==> config.mk <==
export PLATFORM = sky130hd
export DESIGN_NAME = pulse_sched
export DESIGN_NICKNAME = d
export VERILOG_FILES = /design/src/rtl/pulse_sched.sv
export SDC_FILE = /design/constraint.sdc
export NUM_CORES = 1
export LEC_CHECK = 0
export CAP_MARGIN = 20
export CORE_MARGIN = 1
export CORE_UTILIZATION = 35
export DETAILED_ROUTE_END_ITERATION = 10
export PLACE_DENSITY = 0.62
export SLEW_MARGIN = 5
export SYNTH_ARGS = -nofsm -noshare
export SYNTH_HDL_FRONTEND = slang
export SYNTH_SLANG_ARGS = --single-unit
export TNS_END_PERCENT = 30
==> constraint.sdc <==
create_clock -name clk -period 9.8 [get_ports clk]
set_clock_uncertainty 0.1 [all_clocks]
set_input_delay 1.96 -clock clk [delete_from_list [all_inputs] [get_ports clk]]
set_output_delay 1.96 -clock clk [all_outputs]
set_load 0.01 [all_outputs]
==> src/rtl/pulse_sched.sv <==
// Jittered pulse-train scheduler: draws one Gaussian sample per pulse to randomise the
// rising-edge spacing around a programmed mean, with continuous and one-shot modes.
//   state | meaning
//   IDLE  | no pulse scheduled
//   LOAD  | sample config and gr, compute clamped interval
//   WAIT  | down-count to the pulse start
//   FIRE  | pulse high for pwe cycles
module pulse_sched #(
   parameter int CNT_W = 24,
   parameter int PW_W  = 8
) (
   input  logic             clk,
   input  logic             rst,
   input  logic [11:0]      gr,
   input  logic             en,
   input  logic             single,
   input  logic [CNT_W-1:0] period,
   input  logic [3:0]       jit_shift,
   input  logic [PW_W-1:0]  pw,
   output logic             pulse,
   output logic             busy,
   output logic             clip,
   output logic [15:0]      pulse_cnt
);

   localparam int W2 = CNT_W + 2;

   typedef enum logic [1:0] {S_IDLE, S_LOAD, S_WAIT, S_FIRE} state_t;

   state_t            state_q, state_d;
   logic [CNT_W-1:0]  cnt_q, cnt_d;
   logic [PW_W-1:0]   pwe_q, pwe_d;
   logic              oneshot_q, oneshot_d;
   logic              pulse_q, pulse_d;
   logic              busy_q, busy_d;
   logic              clip_q, clip_d;
   logic [15:0]       pulse_cnt_q, pulse_cnt_d;

   logic [PW_W-1:0]   pwe_in;
   logic signed [12:0] off, jit;
   logic signed [W2-1:0] ival_raw, ival_lo, ival_hi, ival_cl, wait_len;
   logic              clamp;

   // Interval arithmetic, only consumed while in LOAD
   always_comb begin
      pwe_in   = (pw == '0) ? PW_W'(1) : pw;
      off      = $signed({1'b0, gr}) - 13'sh800;
      jit      = (jit_shift >= 4'd12) ? 13'sd0 : (off >>> jit_shift);
      ival_raw = $signed({2'b00, period}) + $signed({{(W2-13){jit[12]}}, jit});
      ival_lo  = $signed({{(W2-PW_W){1'b0}}, pwe_in}) + $signed(W2'(2));
      ival_hi  = $signed({2'b00, {CNT_W{1'b1}}});
      clamp    = 1'b0;
      ival_cl  = ival_raw;
      if (ival_raw < ival_lo) begin
         ival_cl = ival_lo;
         clamp   = 1'b1;
      end else if (ival_raw > ival_hi) begin
         ival_cl = ival_hi;
         clamp   = 1'b1;
      end
      // ival - pwe - 1 == ival - (pwe + 2) + 1, never below 1
      wait_len = ival_cl - ival_lo + $signed(W2'(1));
   end

   always_ff @(posedge clk) begin
      if (rst) begin
         state_q     <= S_IDLE;
         cnt_q       <= '0;
         pwe_q       <= '0;
         oneshot_q   <= 1'b0;
         pulse_q     <= 1'b0;
         busy_q      <= 1'b0;
         clip_q      <= 1'b0;
         pulse_cnt_q <= '0;
      end else begin
         state_q     <= state_d;
         cnt_q       <= cnt_d;
         pwe_q       <= pwe_d;
         oneshot_q   <= oneshot_d;
         pulse_q     <= pulse_d;
         busy_q      <= busy_d;
         clip_q      <= clip_d;
         pulse_cnt_q <= pulse_cnt_d;
      end
   end

   always_comb begin
      state_d   = state_q;
      cnt_d     = cnt_q;
      pwe_d     = pwe_q;
      oneshot_d = oneshot_q;
      case (state_q)
         S_IDLE: begin
            if (en) begin
               state_d = S_LOAD;
            end else if (single) begin
               state_d   = S_LOAD;
               oneshot_d = 1'b1;
            end
         end
         S_LOAD: begin
            state_d = S_WAIT;
            cnt_d   = wait_len[CNT_W-1:0];
            pwe_d   = pwe_in;
         end
         S_WAIT: begin
            if (!oneshot_q && !en) begin
               state_d = S_IDLE;
            end else if (cnt_q == CNT_W'(1)) begin
               state_d = S_FIRE;
               cnt_d   = {{(CNT_W-PW_W){1'b0}}, pwe_q};
            end else begin
               cnt_d = cnt_q - CNT_W'(1);
            end
         end
         S_FIRE: begin
            if (cnt_q == CNT_W'(1)) begin
               if (oneshot_q) begin
                  state_d   = S_IDLE;
                  oneshot_d = 1'b0;
               end else if (en) begin
                  state_d = S_LOAD;
               end else begin
                  state_d = S_IDLE;
               end
            end else begin
               cnt_d = cnt_q - CNT_W'(1);
            end
         end
         default: state_d = S_IDLE;
      endcase
   end

   always_comb begin
      pulse_d     = (state_d == S_FIRE);
      busy_d      = (state_d != S_IDLE);
      clip_d      = (state_q == S_LOAD) && clamp;
      pulse_cnt_d = pulse_cnt_q;
      if (state_q == S_WAIT && state_d == S_FIRE) begin
         pulse_cnt_d = pulse_cnt_q + 16'd1;
      end
   end

   assign pulse     = pulse_q;
   assign busy      = busy_q;
   assign clip      = clip_q;
   assign pulse_cnt = pulse_cnt_q;

endmodule

==> run metrics, run 1 <==
worst slew slack as a fraction of its limit=34.2%; count of synthesis-stage warnings from yosys=0; share of layout cells above drive strength 1=6.24%; Design Area, Final=7460 µm²; largest area contributor in the synthesized netlist=dfxtp_1; number of slew-limit violations in the final report=0; post-cts hold buffer count=0; core area=17,500 µm²; worst ir drop on vdd=128 µV; IO Pins=71; Crit path required time=9.92 ns; top cells by area, synth=dfxtp_1 (17%), ha_1 (14%), nor2_1 (6.2%), a21oi_1 (6.2%), o21ai_0 (5.8%); row count=48; slowest cell on the critical path=clkdlybuf4s50_1; result of the run=completed; reported leakage power=3.02 nW; main combinational cell family by area after synthesis=compound AO/OA/AOI/OAI gates; final cell utilization of the core=42.7%; Critical Path Source Type=primary input; commonest register cell after synthesis=dfxtp_1; arithmetic-cell share of the synthesized area counting full adders, half adders and majority gates=14.7%; synthesis-to-finish area growth=17.9%; antenna viol nets, final=0; number of enable flip-flop cells after synthesis=0; area of the mapped netlist=6330 µm²; horizontal die dimension=136 µm; residual DRC count=0; TritonCTS clock tree=built; delay contributed by the slowest stage of the critical path=0.52 ns; CP Data Arrival Time=9.37 ns; clock sink count=54; average routed wire per standard cell=13.9 µm; insertion delay of the later-clocked pin in the worst-skew pair=0.30 ns; antenna violations before repair=0; fraction of the cycle the final worst path needs=94.4%; share of Yosys cell area claimed by the top area cell type=17.1%; iteration-0 DRC count of the detailed router=397; biggest fanout along the worst timing path=4; xor-xnor portion of the synthesized cell area=7.89%; footprint of the multi-input gates=5010 µm²; grt ovf=0; Post-Syn Area per Cell=7.36 µm²; multiplexer share of the synthesized area=5.26%; wirelength, routed=15.9 mm; type of element capturing the critical path=flop; critical path class=in -> reg; number of hold-slack violations in the final timing report=0; final number of setup-violating endpoints=0; Via Count=6,334; Sum Neg Setup Slack=0 ns; placed inst area=7280 µm²; Fillers=1,823; root buffer cell=clkbuf_16; number of gates given a new drive strength after cts=0; number of distinct library cells after synthesis=68; FF+latch count, synth=54; maximum level of the CTS H-tree=2; Max Clk Rate=108 MHz; commonest non-fill, non-tap cell in the layout=nor2_1; die footprint=18,600 µm²; syn_nets=985; via density per instance=5.56; global-route wire length before repair=27.2 mm; clock-pin slew on the worst setup and hold paths=0.08 ns; HP Class=reg -> reg; number of CTS-inserted buffers=5; post-synthesis async set-or-reset flop share=0%; vertical extent of the die=136 µm; Synth Instances=860; post-route minimum period=9.25 ns; Starting Density=36.2%; GPL Wtd Cong=0.865; DRT Pass-1 Iters=6; total of max-cap violations=0; estimated wirelength of the detail-placed design=12.4 mm; power density over the cells=237 nW/µm²; family of cells with the greatest summed delay on the critical path=compound AO/OA/AOI/OAI gates; post-layout net count=1,038; most used cells in the layout excluding fill and tap cells=nor2_1 (105), a21oi_1 (75), ha_1 (71); post-synthesis share of cell area spent on and, or, nand and nor gates=22.6%; post-synthesis compound-gate area fraction=28.1%; clock buffer depth=2; share of the yosys chip area belonging to registers=17.1%; Setup Buffers After CTS=0; number of antenna diodes=0; input/output buffers=70; largest net degree at the start of global routing=48; Register Area=1080 µm²; number of global-route vias before repair=5,786; RSZ-0062 raised after global routing=false; all-layer global routing usage=17.6%; Worst-Margin Slew=0.983 ns; count of buffering cells on the critical path with inverters included=2
[state kept, by name, indices dropped and copies added, names as in the netlist]
register,count
busy,1
clip,1
cnt_q,24
oneshot_q,1
pulse,1
pulse_cnt,16
pwe_q,8
state_q,2
[report_power, final]
group / switching, W / internal (W)
clock: 0.0000917 / 0.0000978
sequential: 0.0000657 / 0.000282
combinational: 0.000714 / 0.000515
total: 0.000871 / 0.000894
[cells in the mapped netlist, types with 3 or more instances]
cell type  instances
nor2_1           105
a21oi_1           78
o21ai_0           73
ha_1              71
nand2_1           60
dfxtp_1           54
clkbuf_1          33
xor2_1            33
inv_1             29
xnor2_1           24
mux2i_1           22
nand3_1           20
nor4_1            20
a21o_1            19
nor3_1            17
a22oi_1           14
a211oi_1          13
or2_2             13
and3_1            12
nand2b_1          12
a31oi_1           10
o31ai_1           10
o211ai_1           8
o21a_1             8
nor2b_1            7
o21bai_1           7
or3_1              7
nor3b_1            6
o22ai_1            5
mux2_2             4
nand4_1            4
a221oi_1           3
buf_1              3
mux4_2             3
o311a_1            3
o31a_1             3
or4_1              3
[area by class of cell]
class / count / area share, %
clock inverter: 3 / 0.386
clock buffer: 5 / 1.68
inverter: 30 / 1.51
tap: 225 / 3.77
timing repair buffer: 86 / 11.1
sequential: 54 / 14.5
multi-input combinational: 736 / 67.1
[worst reg2reg max path: cells and delay by family (launching register included)]
kind / cells / cell delay [ns]
flip-flops: 1 / 0.38
AND/OR/NAND/NOR: 6 / 2.96
AO/OA/AOI/OAI: 3 / 0.51
[stage by stage]
step | hold WS [ns] | total power (W) | instances | setup slack, ns
floorplan | 0.360 | 0.00128 | 860 | 0.633
global placement | 0.376 | 0.00156 | 1131 | 0.161
detailed placement | 0.379 | 0.00156 | 1131 | 0.0498
CTS | 0.389 | 0.00176 | 1139 | 0.355
global route | 0.436 | 0.00196 | 1139 | 0.0169
finish | 0.387 | 0.00177 | 1139 | 0.553
[final timing paths]
path	depth (start not counted)	to	slack, ns	from
worst max-delay path	34	cnt_q[17]	0.55	jit_shift[0]
worst max register to register	9	pulse_cnt[15]	5.79	cnt_q[8]
worst min register to register	2	pwe_q[0]	0.39	pwe_q[0]
worst min-delay path	2	pwe_q[0]	0.39	pwe_q[0]
[layer usage]
metal,vias up,track usage (%),wire length [µm]
li1,3283,-,-
met1,2924,24.5,8050
met2,114,29.1,7150
met3,13,2.30,503
met4,0,3.15,147
met5,-,0,0
[logic make-up (layout without fill, tap and decap cells)]
kind of cell / Yosys count / in the layout
xor gates and xnor gates: 57 / 57
and+or+nand+nor: 296 / 296
buffers and inverters: 70 / 124
adders and majority gates: 73 / 73
DFF: 54 / 54
AOI/OAI and AO/OA: 281 / 281
muxes: 29 / 29
Power figures use the tool's default switching activity.
==> run 2, diff against run 1 <==
Settings changed: CAP_MARGIN 20 to default, CORE_ASPECT_RATIO from default to 1.1, CORE_UTILIZATION 35 to 50, PLACE_DENSITY 0.62 to 0.8.
==> run metrics, run 2 (synthesized netlist as in run 1, its figures left out) <==
residual DRC count=0 (unchanged); grt ovf=0 (unchanged); post-route minimum period=9.29 ns (was 9.25 ns); final cell utilization of the core=60.7% (was 42.7%); hold slack final=0.389 ns (was 0.387 ns); share of layout cells above drive strength 1=6.34% (was 6.24%); number of antenna diodes=0 (unchanged); Crit path required time=9.89 ns (was 9.92 ns); number of global-route vias before repair=5,679 (was 5,786); average routed wire per standard cell=13.8 µm (was 13.9 µm); reported leakage power=3.03 nW (was 3.02 nW); flip-flop count of the largest register after layout=24 (unchanged); internal power of the cells=0.000917 W (was 0.000894 W); startpoint of the tightest hold check path=pwe_q[0] (unchanged); IO Pins=71 (unchanged); clock sink count=54 (unchanged); share of power burned in combinational logic=69.1% (was 69.6%); number of CTS-inserted buffers=5 (unchanged); horizontal die dimension=109 µm (was 136 µm); clock network fraction of design power=11.3% (was 10.7%); antenna violations before repair=0 (unchanged); CP Data Arrival Time=9.38 ns (was 9.37 ns); fraction of the cycle the final worst path needs=94.8% (was 94.4%); reg-to-reg critical path startpoint=cnt_q[18] (was cnt_q[8]); root buffer cell=clkbuf_16 (unchanged); result of the run=completed (unchanged); number of hold-slack violations in the final timing report=0 (unchanged); Starting Density=51.9% (was 36.2%); commonest non-fill, non-tap cell in the layout=nor2_1 (unchanged); register-to-register setup slack=5.83 ns (was 5.79 ns); core area=12,200 µm² (was 17,500 µm²); biggest fanout along the worst timing path=4 (unchanged); via density per instance=5.89 (was 5.56); delay contributed by the slowest stage of the critical path=0.53 ns (was 0.52 ns); power density over the cells=238 nW/µm² (was 237 nW/µm²); worst slew slack as a fraction of its limit=40.7% (was 34.2%); switching power share of the total=47.9% (was 49.3%); library cell appearing most often on the critical path=ha_1; family of cells with the greatest summed delay on the critical path=compound AO/OA/AOI/OAI gates (unchanged); GPL Wtd Cong=0.860 (was 0.865); Critical Path Source Type=primary input (unchanged); vertical extent of the die=120 µm (was 136 µm); clock buffer depth=2 (unchanged); number of slew-limit violations in the final report=0 (unchanged); Via Count=6,296 (was 6,334); iteration-0 DRC count of the detailed router=371 (was 397); clock-pin slew on the worst setup and hold paths=0.07 ns (was 0.08 ns); slowest cell on the critical path=clkdlybuf4s50_1 (unchanged); DRT Pass-1 Iters=5 (was 6); maximum level of the CTS H-tree=2 (unchanged); TritonCTS clock tree=built (unchanged); total of max-cap violations=0 (unchanged); antenna viol nets, final=0 (unchanged); Worst-Margin Slew=0.887 ns (was 0.983 ns); count of buffering cells on the critical path with inverters included=2 (unchanged); wirelength, routed=14.7 mm (was 15.9 mm); all-layer global routing usage=23.1% (was 17.6%); register ranked first by flip-flop count=cnt_q (unchanged); die footprint=13,100 µm² (was 18,600 µm²); global-route wire length before repair=25.2 mm (was 27.2 mm); Fillers=1,115 (was 1,823); net switching power of the design=0.000845 W (was 0.000871 W); row count=42 (was 48); final number of setup-violating endpoints=0 (unchanged); first element of the critical path=jit_shift[0] (unchanged); worst ir drop on vdd=141 µV (was 128 µV); input/output buffers=70 (unchanged); post-layout net count=1,040 (was 1,038); type of element capturing the critical path=flop (unchanged); fraction of power consumed by sequential logic=19.6% (was 19.7%); most used cells in the layout excluding fill and tap cells=nor2_1 (105), a21oi_1 (77), o21ai_0 (71), ha_1 (71), clkdlybuf4s50_1 (70) (was nor2_1 (105), a21oi_1 (75), ha_1 (71)); synthesis-to-finish area growth=16.8% (was 17.9%); critical path class=in -> reg (unchanged); HP Class=reg -> reg (unchanged); insertion delay of the later-clocked pin in the worst-skew pair=0.29 ns (was 0.30 ns); RSZ-0062 raised after global routing=true (was false); estimated wirelength of the detail-placed design=11.5 mm (was 12.4 mm); largest net degree at the start of global routing=48 (unchanged); Max Clk Rate=108 MHz (about the same)
-- run 2: cell types whose count changed in the layout (fill, tap and decap cells not counted), moves of 2 or more --
cell / before / now
o21ai_0: 67 / 71
o21ai_1: 6 / 2
a21oi_1: 75 / 77
a21oi_2: 3 / 1
buf_4: 14 / 16
fa_1: 2 / 0
fa_2: 0 / 2
-- run 2: worst paths after layout --
check | endpoint | depth (start not counted)
hold reg to reg | pwe_q[0] | 2
hold / removal | pwe_q[0] | 2
setup / recovery | cnt_q[21] | 33
setup reg to reg | pulse_cnt[12] | 10
-- run 2: power groups by stage --
stage                     Combinational, W  Sequential [W]  Clock [W]
after detailed placement           0.00119        0.000348          0
after CTS                          0.00120        0.000344   0.000202
after floorplan                   0.000951        0.000333          0
after global routing               0.00138        0.000357   0.000211
final                              0.00122        0.000345   0.000198
after global placement             0.00118        0.000347          0
-- run 2: area by class of cell --
cell class | count | area (µm²) | area share, %
timing repair buffer | 88 | 843 | 11.4
clock inverter | 2 | 38.8 | 0.524
inverter | 30 | 113 | 1.52
multi-input combinational | 736 | 5000 | 67.6
tap | 154 | 193 | 2.61
sequential | 54 | 1080 | 14.6
clock buffer | 5 | 125 | 1.69
-- run 2: layer usage --
layer | part of all wire (%) | routed length (µm) | track usage, %
met3 | 2.9 | 420 | 1.96
met4 | 1.7 | 244 | 7.33
met1 | 46 | 6770 | 28.9
met2 | 50 | 7290 | 41.0
met5 | 0 | 0 | 0
-- run 2: worst min-delay path: cells and delay by family (launching register included) --
family	cells	cell delay, ns
AOI/OAI and AO/OA	1	0.05
DFF	1	0.31
and+or+nand+nor	1	0.08
-- run 2: what timing repair did --
action	in CTS	in global routing
setup buffers	0	0
gates resized for setup	0	9
hold buffers	0	0
setup endpoints to repair	0	8
endpoints found under the hold margin	0	0
-- run 2: per-stage QoR --
step                      total power (W)  setup WS (ns)  TNS (ns)  instance area [µm²]  std cells
final                             0.00176          0.506         0                 7400       1069
after global routing              0.00195       -0.00603  -0.00823                 7400       1069
after CTS                         0.00175          0.228         0                 7370       1069
after detailed placement          0.00154        -0.0838    -0.152                 7200       1062
after global placement            0.00153          0.163         0                 7200       1062
after floorplan                   0.00128          0.633         0                 6330        860
==> patch 1 (flow settings as in run 1) <==
Reset style: asynchronous (`rst`), changed in one clocked block.
--- a/src/rtl/pulse_sched.sv
+++ b/src/rtl/pulse_sched.sv
@@ -64,3 +64,3 @@
 
-   always_ff @(posedge clk) begin
+   always_ff @(posedge clk or posedge rst) begin
       if (rst) begin
Behaviour: differs if rst is asserted again (counterexample within 4 cycles, from zero or initial values and one cycle with rst high); with rst held inactive, the same outputs for 4 cycles.
==> patch 1 against run 1 <==
  * Sequential cell count unchanged
  * Total power increased by 0.39%
  * Maximum frequency decreased by 1.6%
  * Final area increased by 9.1%
  * Worst setup slack got worse by 150 ps
  * Clock power increased by 11%
  * First-iteration DRC count decreased by 1.8%
  * Via count decreased by 2.4%
  * Routed wire length increased by 1.2%
  * Area after synthesis increased by 1.3%
  * Register-to-register slack improved by 420 ps
  * Hold slack got worse by 4.7 ps
  * Largest cell class unchanged
==> patch 1: results (changes against run 1) <==
Largest voltage drop on the vdd net: 153 uV (+20%). In this run the critical register-to-register path is captured at pulse_cnt[7]. The total routing usage reported by global routing came out at 17.5% (-0.088 points). The fraction of post-synthesis cell area in the top cell type by area is 21.1% (+4.0 points).

In this run the critical register-to-register path is launched from cnt_q[16]. The detailed route wirelength on metal2 was 7690 um (+7.5%); the depth of the most critical reg-to-reg path was 8 (-1). The final HPWL from detailed placement is 12800 um (+3.0%).

For the first-pass detailed-route iteration total, the log shows 5 (-1). The post-placement setup slack came out at -659 ps (-709 ps). The logs give 394 um (-22%) for the length of routed met3 wiring and 27100 um (-0.15%) for the first-pass GRT wire length.

The routed metal-1 wirelength is 7740 um (-3.9%), and the number of filler cells placed in the layout is 1766 (-3.1%). Among all stages on the critical path, the largest delay is contributed by mux4_2. The most critical setup path has its startpoint at gr[7]. The delay of the slowest critical-path stage works out to 470 ps (-50 ps). The flow ran to the end, and the final reports show no timing, DRC or antenna violations. The logs give 9470 ps (+100 ps) for the critical path arrival and 38.5% (+4.3 points) for the headroom to the max-slew limit. The number of nets produced by synthesis was 924 (-6.2%). Largest fanout on the critical path: 3 (-1). Detailed-route vias per instance: 5.38 (-3.2%).

The logs give 3.65 nW (+21%) for the static leakage and 0.864 (about the same) for the global placer's final weighted congestion. The reg2reg setup slack was 6210 ps (+420 ps); the number of global-route vias before repair was 5990 (+3.5%). The share of async-settable or async-resettable flops after synthesis is 100% (+100 points).
patch 1: logic make-up (layout without fill, tap and decap cells):
group	count (synthesis)	in the layout	share of synthesized area [%]
adder cells (fa/ha/maj)	73	73	14.5
AND/OR/NAND/NOR	240	240	18.6
buffers and inverters	76	197	4.58
multiplexers	32	32	5.87
flip-flops	54	54	21.1
AO/OA/AOI/OAI	260	260	26.6
XOR/XNOR	64	64	8.85
patch 1: where the power goes:
| part | internal [mW] | switching [mW] | total (mW) |
|---|---|---|---|
| combinational | 0.542 | 0.631 | 1.17 |
| clock | 0.122 | 0.0873 | 0.210 |
| sequential | 0.310 | 0.0802 | 0.390 |
patch 1: cell type report:
cell class                      instances  area share [%]
Inverter                               40            1.84
Clock inverter                          3           0.599
Timing Repair Buffer                  149            15.9
Sequential cell                        54            16.6
Clock buffer                            5            1.54
Tap cell                              229            3.52
Multi-Input combinational cell        669            60.0
patch 1: worst min path at each step:
stage	from	endpoint	cells after the start
global placement	pulse_cnt[15]	pulse_cnt[15]	1
CTS	pulse_cnt[15]	pulse_cnt[15]	1
global route	pulse_cnt[15]	pulse_cnt[15]	1
detailed placement	pulse_cnt[15]	pulse_cnt[15]	1
finish	pulse_cnt[15]	pulse_cnt[15]	1
floorplan	cnt_q[7]	cnt_q[7]	2
patch 1: through the flow:
| stage | area (um^2) | instances | setup TNS (ps) | hold slack (ps) |
|---|---|---|---|---|
| after global routing | 8140 | 1149 | -4.51 | 412 |
| after floorplan | 6420 | 799 | 0 | 363 |
| after global placement | 7810 | 1135 | -2640 | 363 |
| after CTS | 8000 | 1143 | 0 | 396 |
| after detailed placement | 7810 | 1135 | -5220 | 386 |
| final | 8140 | 1149 | 0 | 383 |
patch 1: critical path: cells and delay by family:
kind | cells | cell delay, ps
buf+inv | 2 | 490
fa+ha+maj | 5 | 1400
compound gates | 16 | 3460
simple gates | 7 | 1070
xor+xnor | 2 | 290
mux | 2 | 800
patch 1: timing repair:
item	CTS	global route
setup buffers	0	5
gates cloned	0	1
gates resized for setup	7	23
pin swaps	1	9
endpoints found under the setup margin	8	16
hold buffers	0	0
patch 1: metal layers:
metal	vias to the layer above	global-route usage [%]
met5	-	0
met4	0	4.21
met3	14	1.25
met2	123	31.5
met1	2853	22.6
li1	3194	-
==> patch 2 (config.mk and constraints of run 1) <==
Without the edit above. The parameter `CNT_W` goes from 24 to 20.
--- a/src/rtl/pulse_sched.sv
+++ b/src/rtl/pulse_sched.sv
@@ -8,3 +8,3 @@
 module pulse_sched #(
-   parameter int CNT_W = 24,
+   parameter int CNT_W = 20,
    parameter int PW_W  = 8
Ports: changed (resized period); port bits go from 71 to 67. The function was not compared with the original's and may differ.
==> patch 2 against run 1 <==
  * Count of clock-buffer cells in the layout rose by 1
  * Sequential share of layout area increased by 0.098 points
  * Sequential cell count shrank 4
  * Routed wire length decreased by 5.8%
  * Total power is 16% lower
  * Register-to-register slack gained 740 ps
  * Final area is 8.0% lower
  * Hold slack lost 1.1 ps
  * Worst setup slack improved by 150 ps
  * Critical path type unchanged
  * Area after synthesis decreased by 8.2%
  * Sequential power is 18% lower
  * First-iteration DRC count is 15% lower
==> patch 2: results (changes against run 1) <==
The adder-cell area share of the yosys netlist is 14.2% (-0.42 points). The timing endpoint of the critical path was cnt_q[18]. The length of routed met3 wiring was 467 um (-7.2%); the combinational cell fraction of total power was 68.5% (-1.1 points). The share of synthesized area spent on multiplexers came out at 4.99% (-0.26 points).

The total routing usage reported by global routing was 17.8% (+0.17 points). Sequential cell area: 0.00100 mm^2 (-7.4%). The relative area of clock buffers and inverters in the final design works out to 2.28% (+0.22 points). The run finished with clean final reports. The flip-flop count of the largest register after layout came out at 20 (-17%).

The number of clock sinks is 50 (-7.4%), and the count of plain and timing-repair buffers is 76 (-12%). The met2 usage is 30.8% (+1.7 points), and the average routed wire per standard cell is 14.1 um (+1.2%). Number of global-route vias before repair: 5238 (-9.5%). For the detailed route wirelength on metal2, the log shows 7070 um (-1.1%).

The tools report the met1 track demand over resource in global routing as 23.5% (-1.0 points). The footprint of the multi-input gates was 0.00456 mm^2 (-8.8%). The detailed-route vias per instance was 5.51 (-0.94%); the delay of the slowest critical-path stage was 690 ps (+170 ps). In this run the most critical hold path is launched from cnt_q[8].

The final HPWL from detailed placement came out at 11800 um (-4.7%). The largest fanout on the critical path is 8 (+4), and the routed metal-1 wirelength is 7180 um (-11%). The transition time at the pin with the least slew margin was 800 ps (-184 ps). The number of inverters outside the clock class in the layout was 38 (+27%).
==> patch 2: worst min-delay path by stage <==
stage	cells past startpoint	slack (ps)	end
after floorplan	2	350	cnt_q[15]
after global placement	2	380	cnt_q[8]
after detailed placement	2	380	cnt_q[8]
after CTS	2	390	cnt_q[8]
after global routing	2	410	pulse_cnt[15]
final	2	390	cnt_q[8]
==> patch 2: critical path, delay by kind of cell <==
| family | cells | cell delay [ps] |
|---|---|---|
| adder cells (fa/ha/maj) | 4 | 1310 |
| AND/OR/NAND/NOR | 7 | 1040 |
| multiplexers | 1 | 390 |
| AO/OA/AOI/OAI | 17 | 3570 |
| XOR/XNOR | 1 | 180 |
| buffers and inverters | 2 | 750 |
==> patch 2: metrics by stage <==
stage | hold slack, ps | total power, mW | cell area (um^2)
detailed placement | 382 | 1.29 | 6710
CTS | 389 | 1.48 | 6860
global placement | 379 | 1.29 | 6710
global route | 409 | 1.62 | 6860
finish | 386 | 1.48 | 6860
floorplan | 354 | 1.06 | 5810
